`config.mk`:
```
export PLATFORM = sky130hd
export DESIGN_NAME = uart_tx64_sched_flat
export DESIGN_NICKNAME = d
export VERILOG_FILES = /design/src/rtl/uart_tx64_sched_if.sv /design/src/rtl/uart_tx64_sched.sv /design/src/flat_wrapper.sv
export SDC_FILE = /design/constraint.sdc
export NUM_CORES = 1
export LEC_CHECK = 0
export BUFFER_PORTS_ARGS = -buffer_cell sky130_fd_sc_hd__buf_2
export CORE_MARGIN = 3
export CORE_UTILIZATION = 25
export DETAILED_ROUTE_END_ITERATION = 7
export SKIP_LAST_GASP = 1
export SLEW_MARGIN = 10
export SYNTH_ARGS = -nofsm -noshare
export SYNTH_HDL_FRONTEND = slang
export SYNTH_SLANG_ARGS = --single-unit
```
`constraint.sdc`:
```
create_clock -name clk -period 5.7 [get_ports clk]
set_clock_uncertainty 0.1 [all_clocks]
set_input_delay 1.14 -clock clk [delete_from_list [all_inputs] [get_ports clk]]
set_output_delay 1.14 -clock clk [all_outputs]
set_load 0.05 [all_outputs]
```
`src/rtl/uart_tx64_sched_if.sv`:
```
// Bundle of scheduler-facing signals: two word requesters, the byte transmitter handshake, status.
// Pure wiring, no latency of its own.
// Backpressure is carried by req/ack on the requester side and tx_busy on the transmitter side.
interface uart_tx64_sched_if;
    logic        req_0;
    logic [63:0] data_0;
    logic        ack_0;
    logic        done_0;
    logic        req_1;
    logic [63:0] data_1;
    logic        ack_1;
    logic        done_1;
    logic        tx_busy;
    logic        tx_start;
    logic [7:0]  tx_data;
    logic        busy;
    logic        owner;

    // Scheduler side.
    modport master (
        input  req_0, data_0, req_1, data_1, tx_busy,
        output ack_0, done_0, ack_1, done_1, tx_start, tx_data, busy, owner
    );

    // Requesters plus byte transmitter side.
    modport slave (
        output req_0, data_0, req_1, data_1, tx_busy,
        input  ack_0, done_0, ack_1, done_1, tx_start, tx_data, busy, owner
    );
endinterface

```
`src/rtl/uart_tx64_sched.sv`:
```
// Round-robin scheduler that serialises 64-bit words into eight UART byte transfers, MSB byte first.
// ack one cycle after req is sampled, first tx_start one cycle later; all outputs registered.
// Requests wait (req held) during a word; bytes wait while tx_busy is high; an idle gap follows each word.
module uart_tx64_sched #(
    parameter int CLK_F    = 50_000_000,
    parameter int UART_BPS = 115200,
    parameter int CLK_GOAL = CLK_F / UART_BPS,
    parameter int GAP_BITS = 2
) (
    input  logic              clk,
    input  logic              rst,
    uart_tx64_sched_if.master bus
);
    localparam int GAP_CYC = GAP_BITS * CLK_GOAL;
    localparam int GAP_W   = (GAP_CYC > 0) ? $clog2(GAP_CYC + 1) : 1;
    // Last count value before leaving GAP; the gap lasts GAP_CYC cycles in total.
    localparam logic [GAP_W-1:0] GAP_LAST = (GAP_CYC > 0) ? GAP_W'(GAP_CYC - 1) : '0;

    typedef enum logic [2:0] {
        IDLE,
        ISSUE,
        WAIT_ACK,
        WAIT_DONE,
        GAP
    } state_t;

    state_t           state, state_nxt;
    logic [63:0]      shift, shift_nxt;
    logic [2:0]       byte_cnt, byte_cnt_nxt;
    logic [GAP_W-1:0] gap_cnt, gap_cnt_nxt;
    logic             cur_owner, cur_owner_nxt;
    logic             last_owner, last_owner_nxt;
    logic             tx_start_r, tx_start_nxt;
    logic [7:0]       tx_data_r, tx_data_nxt;
    logic             ack0_r, ack0_nxt;
    logic             ack1_r, ack1_nxt;
    logic             done0_r, done0_nxt;
    logic             done1_r, done1_nxt;
    logic             busy_r, busy_nxt;
    logic             grant_vld;
    logic             grant_idx;

    // Round-robin pick: a lone request wins outright, contention goes to the requester not served last.
    always_comb begin
        grant_vld = bus.req_0 | bus.req_1;
        grant_idx = 1'b0;
        if (bus.req_0 && bus.req_1) begin
            grant_idx = ~last_owner;
        end else if (bus.req_1) begin
            grant_idx = 1'b1;
        end
    end

    // Next-state and next-output logic; every output is a one-cycle-late registered copy of *_nxt.
    always_comb begin
        state_nxt      = state;
        shift_nxt      = shift;
        byte_cnt_nxt   = byte_cnt;
        gap_cnt_nxt    = gap_cnt;
        cur_owner_nxt  = cur_owner;
        last_owner_nxt = last_owner;
        tx_start_nxt   = 1'b0;
        tx_data_nxt    = tx_data_r;
        ack0_nxt       = 1'b0;
        ack1_nxt       = 1'b0;
        done0_nxt      = 1'b0;
        done1_nxt      = 1'b0;

        case (state)
            IDLE: begin
                if (grant_vld) begin
                    shift_nxt      = grant_idx ? bus.data_1 : bus.data_0;
                    byte_cnt_nxt   = 3'd0;
                    cur_owner_nxt  = grant_idx;
                    last_owner_nxt = grant_idx;
                    ack0_nxt       = ~grant_idx;
                    ack1_nxt       = grant_idx;
                    state_nxt      = ISSUE;
                end
            end
            ISSUE: begin
                // Never start a byte on top of one still on the line.
                if (!bus.tx_busy) begin
                    tx_start_nxt = 1'b1;
                    tx_data_nxt  = shift[63:56];
                    state_nxt    = WAIT_ACK;
                end
            end
            WAIT_ACK: begin
                if (bus.tx_busy) begin
                    state_nxt = WAIT_DONE;
                end
            end
            WAIT_DONE: begin
                if (!bus.tx_busy) begin
                    if (byte_cnt != 3'd7) begin
                        shift_nxt    = {shift[55:0], 8'h00};
                        byte_cnt_nxt = byte_cnt + 3'd1;
                        state_nxt    = ISSUE;
                    end else begin
                        done0_nxt   = ~cur_owner;
                        done1_nxt   = cur_owner;
                        gap_cnt_nxt = '0;
                        state_nxt   = (GAP_CYC > 0) ? GAP : IDLE;
                    end
                end
            end
            GAP: begin
                if (gap_cnt == GAP_LAST) begin
                    gap_cnt_nxt = '0;
                    state_nxt   = IDLE;
                end else begin
                    gap_cnt_nxt = gap_cnt + 1'b1;
                end
            end
            default: begin
                state_nxt = IDLE;
            end
        endcase

        busy_nxt = (state_nxt != IDLE);
    end

    // State and registered outputs; reset abandons any word in flight without a done pulse.
    always_ff @(posedge clk) begin
        if (rst) begin
            state      <= IDLE;
            shift      <= '0;
            byte_cnt   <= 3'd0;
            gap_cnt    <= '0;
            cur_owner  <= 1'b0;
            last_owner <= 1'b1;
            tx_start_r <= 1'b0;
            tx_data_r  <= 8'h00;
            ack0_r     <= 1'b0;
            ack1_r     <= 1'b0;
            done0_r    <= 1'b0;
            done1_r    <= 1'b0;
            busy_r     <= 1'b0;
        end else begin
            state      <= state_nxt;
            shift      <= shift_nxt;
            byte_cnt   <= byte_cnt_nxt;
            gap_cnt    <= gap_cnt_nxt;
            cur_owner  <= cur_owner_nxt;
            last_owner <= last_owner_nxt;
            tx_start_r <= tx_start_nxt;
            tx_data_r  <= tx_data_nxt;
            ack0_r     <= ack0_nxt;
            ack1_r     <= ack1_nxt;
            done0_r    <= done0_nxt;
            done1_r    <= done1_nxt;
            busy_r     <= busy_nxt;
        end
    end

    assign bus.ack_0    = ack0_r;
    assign bus.ack_1    = ack1_r;
    assign bus.done_0   = done0_r;
    assign bus.done_1   = done1_r;
    assign bus.tx_start = tx_start_r;
    assign bus.tx_data  = tx_data_r;
    assign bus.busy     = busy_r;
    assign bus.owner    = cur_owner;

endmodule

```
`src/flat_wrapper.sv`:
```
// flat-port wrapper written by rule: the top's interface ports become plain ports
module uart_tx64_sched_flat 
#(
    parameter int CLK_F    = 50_000_000,
    parameter int UART_BPS = 115200,
    parameter int CLK_GOAL = CLK_F / UART_BPS,
    parameter int GAP_BITS = 2
)
  (clk, rst, bus_req_0, bus_data_0, bus_req_1, bus_data_1, bus_tx_busy, bus_ack_0, bus_done_0, bus_ack_1, bus_done_1, bus_tx_start, bus_tx_data, bus_busy, bus_owner);
  uart_tx64_sched_if bus_i ();
  input  logic clk;
  input  logic rst;
  input wire logic [$bits(bus_i.req_0)-1:0] bus_req_0;
  input wire logic [$bits(bus_i.data_0)-1:0] bus_data_0;
  input wire logic [$bits(bus_i.req_1)-1:0] bus_req_1;
  input wire logic [$bits(bus_i.data_1)-1:0] bus_data_1;
  input wire logic [$bits(bus_i.tx_busy)-1:0] bus_tx_busy;
  output wire logic [$bits(bus_i.ack_0)-1:0] bus_ack_0;
  output wire logic [$bits(bus_i.done_0)-1:0] bus_done_0;
  output wire logic [$bits(bus_i.ack_1)-1:0] bus_ack_1;
  output wire logic [$bits(bus_i.done_1)-1:0] bus_done_1;
  output wire logic [$bits(bus_i.tx_start)-1:0] bus_tx_start;
  output wire logic [$bits(bus_i.tx_data)-1:0] bus_tx_data;
  output wire logic [$bits(bus_i.busy)-1:0] bus_busy;
  output wire logic [$bits(bus_i.owner)-1:0] bus_owner;
  assign bus_i.req_0 = bus_req_0;
  assign bus_i.data_0 = bus_data_0;
  assign bus_i.req_1 = bus_req_1;
  assign bus_i.data_1 = bus_data_1;
  assign bus_i.tx_busy = bus_tx_busy;
  assign bus_ack_0 = bus_i.ack_0;
  assign bus_done_0 = bus_i.done_0;
  assign bus_ack_1 = bus_i.ack_1;
  assign bus_done_1 = bus_i.done_1;
  assign bus_tx_start = bus_i.tx_start;
  assign bus_tx_data = bus_i.tx_data;
  assign bus_busy = bus_i.busy;
  assign bus_owner = bus_i.owner;
  uart_tx64_sched #(.CLK_F(CLK_F), .UART_BPS(UART_BPS), .CLK_GOAL(CLK_GOAL), .GAP_BITS(GAP_BITS)) u_core (.clk(clk), .rst(rst), .bus(bus_i));
endmodule
```
==> results.txt <==
Once the floorplan was initialized, standard cells occupied 25.65% of the core. In this run the worst hold path is classified as flop to flop. The final critical-path required period is 3.230 ns, and the height of the die is 142.4 microns. The slowest stage of the critical path is the buf_4 cell. The tools report the total power consumption of the routed design as 1.734 mW.

The run gives 2 as the clock tree buffer depth. Across the run, the number of max-cap violations was 0. The largest single stage delay on the critical path is 0.70 ns.

Buffers added to address setup during post-CTS repair amount to 0. Dividing the detail-routed wire length by the instance count gives 14.51 microns. Gates resized during post-CTS repair numbered 0. The number of levels the H-tree was split into came out at 3. The number of clock sinks is 96, and the via density per instance is 4.731. Dividing the synthesized area by the synthesized cell count gives 8.968 sq um. TritonCTS built the clock tree. After the first detailed-routing iteration, the DRC count stood at 274.

In this run the count of I/O pins placed on the die edge is 148. The worst setup path is launched from a flop. The share of total power dissipated in combinational logic is 18.4%.

By area the synthesized netlist is led by dfxtp_1 41%, mux2i_1 12%, a22o_1 11%. The pin count of the biggest net entering global routing was 118. The number of hold buffers added after CTS was 0. The timing-limited maximum frequency was 309.6 MHz; the growth of design area from synthesis to finish was 25.48%. In this run the clock root is driven by a clkbuf_16. The first global-routing pass estimated 19,440 microns of wire. The number of hold violations in the final report was 0.

For this run, the number of Yosys warnings is 0. Clock insertion delay at the later pin of the skew report: 0.36 ns. For the worst setup path, the data required time is 5.88 ns. The number of synthesized register bits was 96; the number of distinct library cells after synthesis was 45. In this run, synthesis inferred 0 flip-flops with an integrated enable. For this design the static power due to leakage is 2.389 nW.

For this run, asynchronously set or reset flops after synthesis account for 0%. The worst setup path is of the flop to flop kind. Setup repair after global routing left no endpoint under its margin. The library cells used most frequently in the layout, excluding fill and tap cells, are 147 x buf_2, 96 x dfxtp_1, 83 x nand2_1, 59 x o21ai_0, 57 x mux2i_1.

For the number of nets produced by synthesis, the log shows 655. Setup violations remaining at the end of the flow were counted as 0. The final net count was 775; the internal power of the cells was 1.240 mW. The tools report the number of antenna violations at the first check in global routing as 0. Traced cell by cell, the critical path runs through and3b_4 -> buf_4 -> a32oi_2 -> or4_1 -> a21oi_1.

The total area inside the core boundary comes to 18,150 sq um. Summed negative setup slack over all endpoints: 0 ns. Leaving out fill and tap cells, the most frequent cell in the layout is buf_2. The share of power burned in registers came out at 45.2%. Number of CTS-inserted buffers: 9. The number of antenna diodes in the final layout is 0. Detailed placement ended at an HPWL of 8726 microns. For this run, the total global-route usage over all layers was measured as 12.07%.

The run gives 0 as the final number of max-transition violations. Top cell type by total area after synthesis: dfxtp_1. For the worst setup path, the data arrival time is 3.41 ns.

Of the cells placed in the final design, the portion with a size suffix greater than 1 is 28.57%. In the routed design, unresolved DRC markers number 0. The share of synthesized area in the top cell type comes to 41.29%. First-pass detailed-route iteration total: 4.

Counting every instance in the synthesized netlist gives 519. The die is 142.4 microns wide. The transition time at the pin with the least slew margin was 1.074 ns. The worst setup path is captured at a flop.

In this run the tightest slew margin relative to its limit is 28.13%. For this design the ratio of total power to cell area is 296.9 nW/um^2. Along the worst path, the maximum fanout reaches 117.

After clock tree synthesis, the clock-pin slew on the worst setup and hold paths is 0.07 ns. The run gives 36.4% as the clock share of power. The count of buffers inserted at the top-level ports is 147, and the weighted congestion at the end of routability-driven global placement is 0.7762. The area of the die came out at 20,290 sq um. In this run switching power makes up 28.51% of total power. The final clock period utilization by the worst path was 56.67%; the switching power was 0.4945 mW.

VDD sags by at most 150.7 uV. For this block, the routed nets add up to 12,670 microns of wire. For the sequential element share of the synthesized area, the log shows 41.29%. Summed over all layers, the global routing overflow is 0.

The number of global-route vias before repair was 3,734; the site row count was 49. Final hold analysis gives a worst-case slack of 0.3568 ns. Once detail routing completed, the nets flagged for antenna violations numbered 0.

The prevailing post-synth register cell is dfxtp_1. The combined area of all synthesized cells was 4654 sq um. Total number of vias: 4,130. The run finished with clean final reports.
## registers in the layout, summed over array words and instances, names as in the netlist, 3 cells and up
name	flops
u_core.bus.tx_data	8
u_core.byte_cnt	3
u_core.gap_cnt	10
u_core.shift	64
u_core.state	3
## through the flow
step	util (%)	std cells	area (sq um)	worst slack (ns)
6_report	32.18	873	5841	2.470
3_3_place_gp	30.50	857	5535	2.419
3_5_place_dp	30.50	857	5535	2.385
2_1_floorplan	-	519	4654	3.188
4_1_cts	32.18	873	5841	2.441
5_1_grt	32.18	873	5841	2.183
## final cells by class
class	count	area, sq um
sequential	96	1922
clock buffer	11	242.7
clock inverter	5	62.56
tap	229	286.5
inverter	3	11.26
fill	1913	12310
timing repair buffer	152	773.2
multi-input combinational	377	2542
## layer usage
metal | routed length (microns) | track usage (%)
met1 | 6437 | 17.36
met2 | 5393 | 17.53
met3 | 640 | 2.587
met4 | 194 | 4.802
met5 | 0 | 0
## critical path, delay by kind of cell, from the launching register on
family,cells,cell delay (ns)
DFF,1,0.62
and+or+nand+nor,2,1.08
AOI/OAI and AO/OA,2,0.62
buffers and inverters,1,0.70
## power by group through the flow
stage | Sequential (mW) | Combinational (mW) | Clock [mW]
floorplan | 0.802 | 0.210 | 0
finish | 0.784 | 0.318 | 0.632
global placement | 0.798 | 0.319 | 0
detailed placement | 0.799 | 0.322 | 0
CTS | 0.784 | 0.323 | 0.645
global route | 0.793 | 0.353 | 0.676
## final timing paths
kind	start	end	slack, ns	depth (start not counted)
setup reg to reg	u_core.state[2]$_SDFF_PP0_	u_core.gap_cnt[9]$_SDFFE_PP0P_	2.47	5
hold reg to reg	u_core.shift[59]$_SDFFE_PP0P_	u_core.bus.tx_data[3]$_SDFFE_PP0P_	0.36	2
setup / recovery	u_core.state[2]$_SDFF_PP0_	u_core.gap_cnt[9]$_SDFFE_PP0P_	2.47	5
hold / removal	u_core.shift[59]$_SDFFE_PP0P_	u_core.bus.tx_data[3]$_SDFFE_PP0P_	0.36	2
## synthesized netlist by cell type, types with 3 or more instances
cell type / instances
nand4_1: 8
nand2_1: 83
buf_1: 4
mux2i_1: 57
buf_6: 4
o31ai_1: 16
clkbuf_1: 18
nor2_1: 9
o21ai_0: 59
mux2_2: 8
nor3_1: 3
or4_1: 7
inv_1: 3
ha_1: 3
buf_2: 15
a22o_1: 56
or3_1: 3
nand3_1: 5
dfxtp_1: 96
a21oi_1: 30
## logic make-up after synthesis
group,Yosys count,synth area share (%)
compound gates,173,24.92
xor+xnor,1,0.1882
mux,65,14.19
fa+ha+maj,3,0.8065
flops,96,41.29
buf+inv,46,4.919
simple gates,135,13.68
(Power assumes the default switching activity.)
